### src/rtl/aw_addr_decoder.sv
// ---------------------------------------------------------------------------
// aw_addr_decoder
//
// Master-side address-channel front end for the crossbar. An incoming AW (or
// AR) beat passes through a skid buffer into an output register. The address
// is decoded against the slave map on the way into the output register, so
// the one-hot slave select, its binary index and the payload are always
// registered together.
//
// Storage is two beats deep: the output register plus one skid entry. Beats
// leave in strict arrival order with no bubbles.
//
// Optional build macro: ADDR_DECODE_LOWPOWER_EN
//   defined   - payload, o_decode and o_index read as zero whenever o_valid is
//               low, and the skid payload is cleared whenever it empties.
//   undefined - the registers load only when a beat arrives, so the last
//               payload and decode stay visible after the block drains.
//
// Ports:
//   i_clk, i_reset      clock, synchronous active-high reset
//   i_valid/o_in_ready  upstream handshake (AWVALID / AWREADY)
//   i_id, i_addr, i_len, i_attr
//                       upstream payload; i_attr is
//                       {size[3],burst[2],lock,cache[4],prot[3],qos[4]}
//   o_valid/i_ready     downstream handshake (i_ready is slave_awaccepts)
//   o_decode            one-hot slave select; bit NS is the no-slave slot
//   o_index             binary form of o_decode
//   o_id, o_addr, o_len, o_attr
//                       held payload
//   o_busy              a beat is held somewhere in this block
// ---------------------------------------------------------------------------
module aw_addr_decoder #(
    parameter int               NS         = 4,
    parameter int               LGNS       = $clog2(NS + 1),
    parameter int               AW         = 32,
    parameter int               IDW        = 4,
    parameter logic [NS*AW-1:0] SLAVE_ADDR = '0,
    parameter logic [NS*AW-1:0] SLAVE_MASK = '0
) (
    input  logic            i_clk,
    input  logic            i_reset,
    input  logic            i_valid,
    output logic            o_in_ready,
    input  logic [IDW-1:0]  i_id,
    input  logic [AW-1:0]   i_addr,
    input  logic [7:0]      i_len,
    input  logic [16:0]     i_attr,
    output logic            o_valid,
    input  logic            i_ready,
    output logic [NS:0]     o_decode,
    output logic [LGNS-1:0] o_index,
    output logic [IDW-1:0]  o_id,
    output logic [AW-1:0]   o_addr,
    output logic [7:0]      o_len,
    output logic [16:0]     o_attr,
    output logic            o_busy
);

    // Payload is packed as {id, addr, len, attr}.
    localparam int PW = IDW + AW + 8 + 17;

    logic [PW-1:0]   in_data;
    logic            skid_full_reg;
    logic [PW-1:0]   skid_data_reg;
    logic            out_valid_reg;
    logic [PW-1:0]   out_data_reg;
    logic [NS:0]     out_decode_reg;
    logic [LGNS-1:0] out_index_reg;

    logic            in_ready;
    logic            accept;
    logic            load_out;
    logic            have_beat;
    logic [PW-1:0]   mux_data;
    logic [AW-1:0]   mux_addr;
    logic [NS-1:0]   hit;
    logic [LGNS-1:0] index_next;
    logic [NS:0]     decode_next;

    assign in_data = {i_id, i_addr, i_len, i_attr};

    // Reset forces the upstream ready low.
    assign in_ready = !skid_full_reg && !i_reset;
    assign accept   = i_valid && in_ready;
    assign load_out = !out_valid_reg || i_ready;

    // A full skid entry is always older than anything on the input, so it
    // takes priority on its way into the output register. The input cannot
    // be accepted while the skid entry is full.
    assign mux_data  = skid_full_reg ? skid_data_reg : in_data;
    assign have_beat = skid_full_reg || accept;
    assign mux_addr  = mux_data[PW-IDW-1 -: AW];

    // Per-slave match on the address that is about to be registered.
    generate
        for (genvar gi = 0; gi < NS; gi++) begin : g_hit
            assign hit[gi] = ((mux_addr & SLAVE_MASK[gi*AW +: AW]) ==
                              (SLAVE_ADDR[gi*AW +: AW] & SLAVE_MASK[gi*AW +: AW]));
        end
    endgenerate

    // Lowest-numbered matching slave wins. Scanning downwards lets the
    // final assignment belong to the smallest index. With no match the
    // request goes to the error slot NS.
    always_comb begin
        index_next = LGNS'(NS);
        for (int k = NS - 1; k >= 0; k--) begin
            if (hit[k]) begin
                index_next = LGNS'(k);
            end
        end
    end

    // The one-hot select is derived from the index, so it is one-hot by
    // construction.
    generate
        for (genvar gi = 0; gi <= NS; gi++) begin : g_onehot
            assign decode_next[gi] = (index_next == LGNS'(gi));
        end
    endgenerate

    always_ff @(posedge i_clk) begin
        if (i_reset) begin
            out_valid_reg  <= 1'b0;
            out_data_reg   <= '0;
            out_decode_reg <= '0;
            out_index_reg  <= '0;
            skid_full_reg  <= 1'b0;
            skid_data_reg  <= '0;
        end else begin
            // Output register stage.
            if (load_out) begin
                out_valid_reg <= have_beat;
                if (have_beat) begin
                    out_data_reg   <= mux_data;
                    out_decode_reg <= decode_next;
                    out_index_reg  <= index_next;
                end
`ifdef ADDR_DECODE_LOWPOWER_EN
                else begin
                    out_data_reg   <= '0;
                    out_decode_reg <= '0;
                    out_index_reg  <= '0;
                end
`endif
            end

            // Skid stage. While full it drains into the output register as
            // soon as that register frees up. While empty it catches an
            // accepted beat that cannot reach the stalled output register.
            if (skid_full_reg) begin
                if (load_out) begin
                    skid_full_reg <= 1'b0;
`ifdef ADDR_DECODE_LOWPOWER_EN
                    skid_data_reg <= '0;
`endif
                end
            end else if (accept && out_valid_reg && !i_ready) begin
                skid_full_reg <= 1'b1;
                skid_data_reg <= in_data;
            end
        end
    end

    assign o_in_ready = in_ready;
    assign o_valid    = out_valid_reg;
    assign o_decode   = out_decode_reg;
    assign o_index    = out_index_reg;
    assign o_id       = out_data_reg[PW-1 -: IDW];
    assign o_addr     = out_data_reg[PW-IDW-1 -: AW];
    assign o_len      = out_data_reg[24:17];
    assign o_attr     = out_data_reg[16:0];
    assign o_busy     = out_valid_reg || skid_full_reg;

endmodule

### config.mk
export PLATFORM = sky130hd
export DESIGN_NAME = aw_addr_decoder
export DESIGN_NICKNAME = d
export VERILOG_FILES = /design/src/rtl/aw_addr_decoder.sv
export SDC_FILE = /design/constraint.sdc
export NUM_CORES = 1
export LEC_CHECK = 0
export CORE_AREA = 5 5 134 85
export DETAILED_ROUTE_END_ITERATION = 8
export DIE_AREA = 0 0 139 90
export DONT_BUFFER_PORTS = 1
export GPL_TIMING_DRIVEN = 0
export PLACE_DENSITY_LB_ADDON = 0.3
export SLEW_MARGIN = 0
export SYNTH_ARGS = -nofsm -noshare
export SYNTH_HDL_FRONTEND = slang
export SYNTH_SLANG_ARGS = --single-unit
### constraint.sdc
create_clock -name i_clk -period 1.7 [get_ports i_clk]
set_clock_uncertainty 0.15 [all_clocks]
set_input_delay 0.34 -clock i_clk [delete_from_list [all_inputs] [get_ports i_clk]]
set_output_delay 0.34 -clock i_clk [all_outputs]
set_load 0.05 [all_outputs]
==> results.json, run 1 <==
{
  "routed.top_layer": "met4",
  "reg2reg_setup_slack_ns": -0.02,
  "dieArea_mm2": 0.01251,
  "ir_drop_v": 0.0007866,
  "min_path_cells": 3,
  "yosysMostFrequentCell": "dfxtp_1",
  "drv_slew": 0,
  "crit_required_ns": 1.21,
  "first_pass_iters": 6,
  "postSynth.asyncResetShare_pct": 0,
  "fin_cells": 838,
  "ys_top_cells_by_area": "dfxtp_1 43%, mux2i_1 10%, o211a_1 10%",
  "wl_met2_um": 8721,
  "crit_path_cell_trace": "buf_8, buf_12, buf_8, or2_4",
  "max_freq_mhz": 524.7,
  "cpPeakStageDelay_ns": 0.33,
  "outcome": "finished, violations left",
  "grt_pass1_vias": 5430,
  "cpMostUsedCell": "buf_8",
  "cp_num_buf_inv": 3,
  "cp-start-kind": "flip-flop",
  "p_per_area_mw_per_mm2": 1105,
  "nFillCells": 703,
  "route.vias.total": 5614,
  "cts_buffers": 17,
  "hold_start": "i_addr[2]",
  "worstSetupPathType": "reg2out",
  "worstHoldEndpoint": "out_data_reg[27]$_SDFFE_PP0P_",
  "place_hpwl_um": 11830,
  "relSlewSlack_pct": 63.21,
  "die-width_um": 139,
  "core_mm2": 0.01016,
  "synth_sequential_area_ratio_pct": 43.00,
  "ioPinCount": 137,
  "port_buffers": 0,
  "yosysTopAreaCell": "dfxtp_1",
  "rr_startpoint": "skid_full_reg$_SDFF_PP0_",
  "cts_root_buffer": "clkbuf_16",
  "synth_area_per_cell_um2": 9.830,
  "syn_inst": 592,
  "grt_max_degree": 17,
  "htreeDepth": 4,
  "wl_per_cell_um": 22.61,
  "p_leak_uw": 0.003473,
  "finalWorstSetupSlack_ns": -0.2060,
  "cts.path.max_buffers": 2,
  "synth_seq_cells": 125,
  "die_h_um": 90,
  "synth_area_mm2": 0.005819,
  "critical_path_arrival_ns": 1.42,
  "fin_nets": 751,
  "hp-class": "in2reg",
  "syn_to_final_growth_pct": 29.71,
  "cts_tree": "yes",
  "ys_warn_count": 0,
  "drive_gt1_share_pct": 15.88,
  "dp.cells": 737,
  "finalHoldViolCount": 0,
  "cts.reportedPaths.clkPinSlew_ns": 0.06,
  "initialDrtViolationCount": 443,
  "overflow": 0,
  "met3_length_um": 2075,
  "r2r-end": "skid_data_reg[39]$_SDFFE_PP0P_",
  "insertion_delay_ns": 0.42,
  "maxCapViolations": 0,
  "fp-row-count": 29,
  "num_antenna_cells": 0,
  "start_util_pct": 57.28,
  "cp_slowest_cell": "dfxtp_2",
  "synth_edf_count": 0,
  "wl_um": 18950,
  "synth_flop_cell": "dfxtp_1",
  "avgViaCountPerCell": 6.699,
  "period_share_pct": 112.1,
  "place_congestion": 0.8015,
  "yosys.cell_types.count": 23,
  "violations": "negative setup slack",
  "setup_violations": 4,
  "end_kind": "primary output",
  "grtUsageTotal_pct": 28.47,
  "cts_num_sinks": 125,
  "fin_crit_ns": 1.906,
  "cp_max_fo": 4,
  "wl_met1_um": 7850,
  "grt_pass1_wl_um": 29160,
  "antenna_found_initial": 0,
  "tns_ns": -0.3845,
  "rsz0062_at_grt": "yes",
  "worstRegToRegCells": 5,
  "cp_top_family": "buffers and inverters",
  "synth_top_area_share_pct": 43.00,
  "worst_pin_slew_ns": 0.5511,
  "drc": 0,
  "drtAntennaViolNets": 0
}
where the power goes:
part           internal (µW)  switching [µW]  leakage [µW]  total [µW]
Sequential              3090             519       0.00102        3610
Combinational            388             477       0.00216         864
Clock                   2490            1380      0.000291        3870
Total                   5960            2380       0.00347        8340
through the flow:
| step | setup slack (ns) | total power, µW | cell area [µm²] | hold WS, ns | utilization [%] |
|---|---|---|---|---|---|
| 2_1_floorplan | 0.007010 | 4151 | 5859 | 0.2517 | - |
| 3_3_place_gp | -0.2692 | 4294 | 6033 | 0.2537 | 59.38 |
| 3_5_place_dp | -0.2957 | 4326 | 6033 | 0.2559 | 59.38 |
| 4_1_cts | -0.2683 | 8282 | 7421 | 0.07310 | 73.04 |
| 5_1_grt | -0.2333 | 8561 | 7548 | 0.09607 | 74.30 |
| 6_report | -0.2060 | 8343 | 7548 | 0.07201 | 74.30 |
cell families (layout without fill, tap and decap cells):
kind of cell,after synthesis,after routing,synth area share (%)
other cells,1,7,0.06444
mux,61,61,10.49
flops,125,125,43.00
buf+inv,90,191,8.428
compound gates,186,186,27.89
simple gates,129,129,10.13
cell usage in the layout, fill, tap and decap left out, types with 5 or more instances in the layout:
master | Yosys | layout
dfxtp_1 | 125 | 123
buf_8 | 6 | 12
o311ai_1 | 3 | 33
clkinvlp_4 | 0 | 6
buf_6 | 2 | 9
nand3_1 | 61 | 60
o311ai_0 | 58 | 23
o211a_1 | 61 | 61
buf_2 | 20 | 10
buf_4 | 12 | 16
clkbuf_1 | 48 | 31
conb_1 | 1 | 7
o211ai_1 | 61 | 61
o311ai_2 | 0 | 5
dlygate4sd3_1 | 0 | 62
clkbuf_2 | 0 | 11
mux2i_1 | 61 | 59
nand2_1 | 61 | 61
clkbuf_16 | 0 | 18
per-layer routing:
layer  vias to the layer above  track usage (%)
met1                      2755            37.89
met2                       349            44.67
li1                       2470                -
met5                         -                0
met4                         0            7.736
met3                        40            9.226
worst max-delay path by stage:
stage	from	end	slack [ns]	depth (start not counted)
floorplan	skid_full_reg$_SDFF_PP0_	o_busy	0.007	5
global placement	o_valid$_SDFFE_PP0N_	out_data_reg[20]$_SDFFE_PP0P_	-0.27	6
detailed placement	o_valid$_SDFFE_PP0N_	out_data_reg[20]$_SDFFE_PP0P_	-0.30	6
CTS	skid_full_reg$_SDFF_PP0_	o_busy	-0.27	5
global route	skid_full_reg$_SDFF_PP0_	o_busy	-0.23	4
finish	skid_full_reg$_SDFF_PP0_	o_busy	-0.21	4
layout make-up:
class / instances / area [µm²] / share of cell area [%]
Sequential cell: 125 / 2507 / 33.22
Buffer: 87 / 613.1 / 8.122
Inverter: 2 / 7.507 / 0.09945
Clock inverter: 14 / 192.7 / 2.553
Timing Repair Buffer: 70 / 705.7 / 9.349
Tap cell: 139 / 173.9 / 2.304
Clock buffer: 18 / 439.2 / 5.818
Multi-Input combinational cell: 383 / 2909 / 38.54
worst min-delay path: cells and delay by family:
family	cells	cell delay, ns
multiplexers	1	0.04
AO/OA/AOI/OAI	2	0.22
repair_timing:
action | CTS | global route
gates resized for setup | 38 | 75
buffers inserted | 6 | 2
cloned | 0 | 1
pin swaps | 4 | 4
hold buffers | 62 | 0
endpoints found under the hold margin | 63 | 0
setup endpoints to repair | 123 | 118
(Power assumes the default switching activity.)
==> run 2, diff against run 1 <==
--- a/config.mk
+++ b/config.mk
@@ -5,9 +5,11 @@
 export SDC_FILE = /design/constraint.sdc
 export NUM_CORES = 1
 export LEC_CHECK = 0
-export CORE_AREA = 5 5 134 85
+export ABC_AREA = 1
+export CAP_MARGIN = 40
+export CORE_AREA = 5 5 136 86
 export DETAILED_ROUTE_END_ITERATION = 8
-export DIE_AREA = 0 0 139 90
+export DIE_AREA = 0 0 141 91
 export DONT_BUFFER_PORTS = 1
 export GPL_TIMING_DRIVEN = 0
 export PLACE_DENSITY_LB_ADDON = 0.3
==> run 2 against run 1 <==
Against the previous run: the flow still finishes with violations (negative setup slack); total power decreased by 4.8%; first-iteration DRC count decreased by 6.5%; routed wire length decreased by 11%; setup slack improved by 0.080 ns; sequential share of layout area decreased by 0.87 points; clock-buffer cell count increased by 6; critical path depth increased by 5; non-clock buffer count decreased by 35; final area increased by 2.8%; maximum frequency increased by 4.4%.
==> results.json, run 2 <==
{
  "grt_max_degree": 17,
  "syn_to_final_growth_pct": 29.37,
  "port_buffers": 0,
  "use_met2_pct": 40.21,
  "cp-start-kind": "flip-flop",
  "die_h_um": 91,
  "insertion_delay_ns": 0.42,
  "rsz0062_at_grt": "yes",
  "avgViaCountPerCell": 4.885,
  "hp-class": "in2reg",
  "worstSetupPathType": "reg2reg",
  "die-width_um": 141,
  "top_usage_layer": "met2",
  "use_met1_pct": 35.10,
  "cpPeakStageDelay_ns": 0.37,
  "drc": 0,
  "finalWorstSetupSlack_ns": -0.1257,
  "place_hpwl_um": 10320,
  "ir_drop_v": 0.0008096,
  "initialDrtViolationCount": 414,
  "grt_pass1_vias": 5501,
  "syn_inst": 1001,
  "core_mm2": 0.01030,
  "period_share_pct": 107.4,
  "p_per_area_mw_per_mm2": 1024,
  "synth_seq_cells": 125,
  "first_pass_iters": 7,
  "synth_top_area_share_pct": 41.72,
  "yosysTopAreaCell": "dfxtp_1",
  "fp-row-count": 29,
  "drive_gt1_share_pct": 14.18,
  "num_antenna_cells": 0,
  "drtAntennaViolNets": 0,
  "place_congestion": 0.8010,
  "yosysMostFrequentCell": "nor2_1",
  "synth_area_per_cell_um2": 5.992,
  "cts_root_buffer": "clkbuf_16",
  "end_kind": "flip-flop",
  "p_leak_uw": 0.004220,
  "cts.path.max_buffers": 2,
  "dp_slack_ns": -0.2945,
  "nFillCells": 794,
  "final_cell_mix": "350 x nor2_1, 225 x nand2_1, 125 x inv_1",
  "wl_per_cell_um": 13.74,
  "synth_area_mm2": 0.005998,
  "violations": "negative setup slack",
  "synth_edf_count": 0,
  "setup_violations": 57,
  "critical_path_arrival_ns": 2.02,
  "worst_pin_slew_ns": 0.5853,
  "htreeDepth": 4,
  "ioPinCount": 137,
  "cts_num_sinks": 125,
  "p_total_uw": 7942,
  "crit_path_cell_trace": "nor2_4, nand2_2, nor2_4, buf_6, buf_12, buf_12, buf_16, nor2_1, nor2_1",
  "overflow": 0,
  "drv_slew": 0,
  "cts_buffers": 17,
  "cp_max_fo": 6,
  "max_freq_mhz": 547.7,
  "synth_flop_cell": "dfxtp_1",
  "synth_common_cells": "368 x nor2_1, 246 x nand2_1, 125 x dfxtp_1, 125 x inv_1, 61 x nand3_1",
  "start_util_pct": 58.21,
  "grtUsageTotal_pct": 25.77,
  "synth_sequential_area_ratio_pct": 41.72,
  "fin_crit_ns": 1.826,
  "cp_slowest_cell": "dfxtp_4",
  "yosys.cell_types.count": 19,
  "finalHoldViolCount": 0,
  "wl_um": 16930,
  "ys_warn_count": 0,
  "final_util_pct": 75.30,
  "grt_pass1_wl_um": 26970,
  "postSynth.asyncResetShare_pct": 0,
  "cts_tree": "yes",
  "dp.cells": 1146,
  "route.vias.total": 6018,
  "maxCapViolations": 0,
  "ys_top_cells_by_area": "dfxtp_1 42%, nor2_1 23%, nand2_1 15%",
  "cts.reportedPaths.clkPinSlew_ns": 0.05,
  "antenna_found_initial": 0,
  "use_met3_pct": 6.247,
  "relSlewSlack_pct": 60.93,
  "dieArea_mm2": 0.01283,
  "outcome": "finished, violations left",
  "fin_cells": 1232,
  "crit_required_ns": 1.90,
  "final_common_cell": "nor2_1",
  "fin_nets": 1147
}
==> run 2: cell count changes after synthesis, moves of 6 or more <==
cell and change:
o311ai_0 -58, o211a_1 -61, nand2_1 +185, buf_2 +9, inv_1 +125, nor2_1 +366
buf_1 +13, o211ai_1 -61, clkbuf_1 -40, buf_8 -6, mux2i_1 -61
==> run 2: logic make-up after synthesis <==
logic type	synth area share (%)
AO/OA/AOI/OAI	0.3546
flip-flops	41.72
buffers and inverters	13.68
other	0.06252
AND/OR/NAND/NOR	44.18
==> run 2: timing repair <==
action / 4_1_cts / 5_1_grt
hold buffers: 31 / 0
resized for setup: 65 / 61
pin swaps: 9 / 33
setup endpoints to repair: 127 / 122
hold endpoints to repair: 32 / 0
setup buffers: 18 / 5
gates cloned: 11 / 0
==> run 2: cell type report <==
cell class	count	area (µm²)	share of cell area [%]
inverter	126	473.0	6.095
tap	139	173.9	2.241
multi-input combinational	690	2836	36.55
sequential	125	2510	32.34
buffer	61	434.2	5.595
clock inverter	6	82.58	1.064
clock buffer	24	511.7	6.595
timing repair buffer	61	738.2	9.513
==> run 2: power by group <==
group / switching (µW) / total [µW] / internal (µW)
registers: 465 / 3530 / 3060
logic: 467 / 766 / 299
clock network: 1280 / 3650 / 2370
total: 2210 / 7940 / 5730
==> run 2: stage by stage <==
step | instance area [µm²] | TNS (ns) | hold slack, ns
global placement | 6195 | -26.91 | 0.2637
finish | 7760 | -4.453 | 0.01131
floorplan | 6021 | 0 | 0.2591
detailed placement | 6195 | -29.68 | 0.2640
CTS | 7679 | -7.381 | 0.00003691
global route | 7760 | -11.88 | 0.01642
==> run 2: critical path, delay by kind of cell (launching register included) <==
kind | cells | cell delay, ns
and+or+nand+nor | 5 | 0.75
buffers and inverters | 4 | 0.50
DFF | 1 | 0.37
==> run 2: worst paths after layout <==
check	start	endpoint	slack (ns)	cells after the start
worst max-delay path	skid_full_reg$_SDFF_PP0_	skid_data_reg[59]$_SDFFE_PP0P_	-0.13	9
worst min-delay path	i_len[0]	skid_data_reg[17]$_SDFFE_PP0P_	0.01	4
worst max register to register	skid_full_reg$_SDFF_PP0_	skid_data_reg[59]$_SDFFE_PP0P_	-0.13	9
worst min register to register	skid_data_reg[49]$_SDFFE_PP0P_	skid_data_reg[49]$_SDFFE_PP0P_	0.32	2
==> run 2: metal layers <==
metal | routed length [µm] | vias to the layer above
met1 | 7741 | 2678
met4 | 304 | 0
met2 | 7555 | 246
met5 | 0 | -
met3 | 1331 | 29
li1 | - | 3065
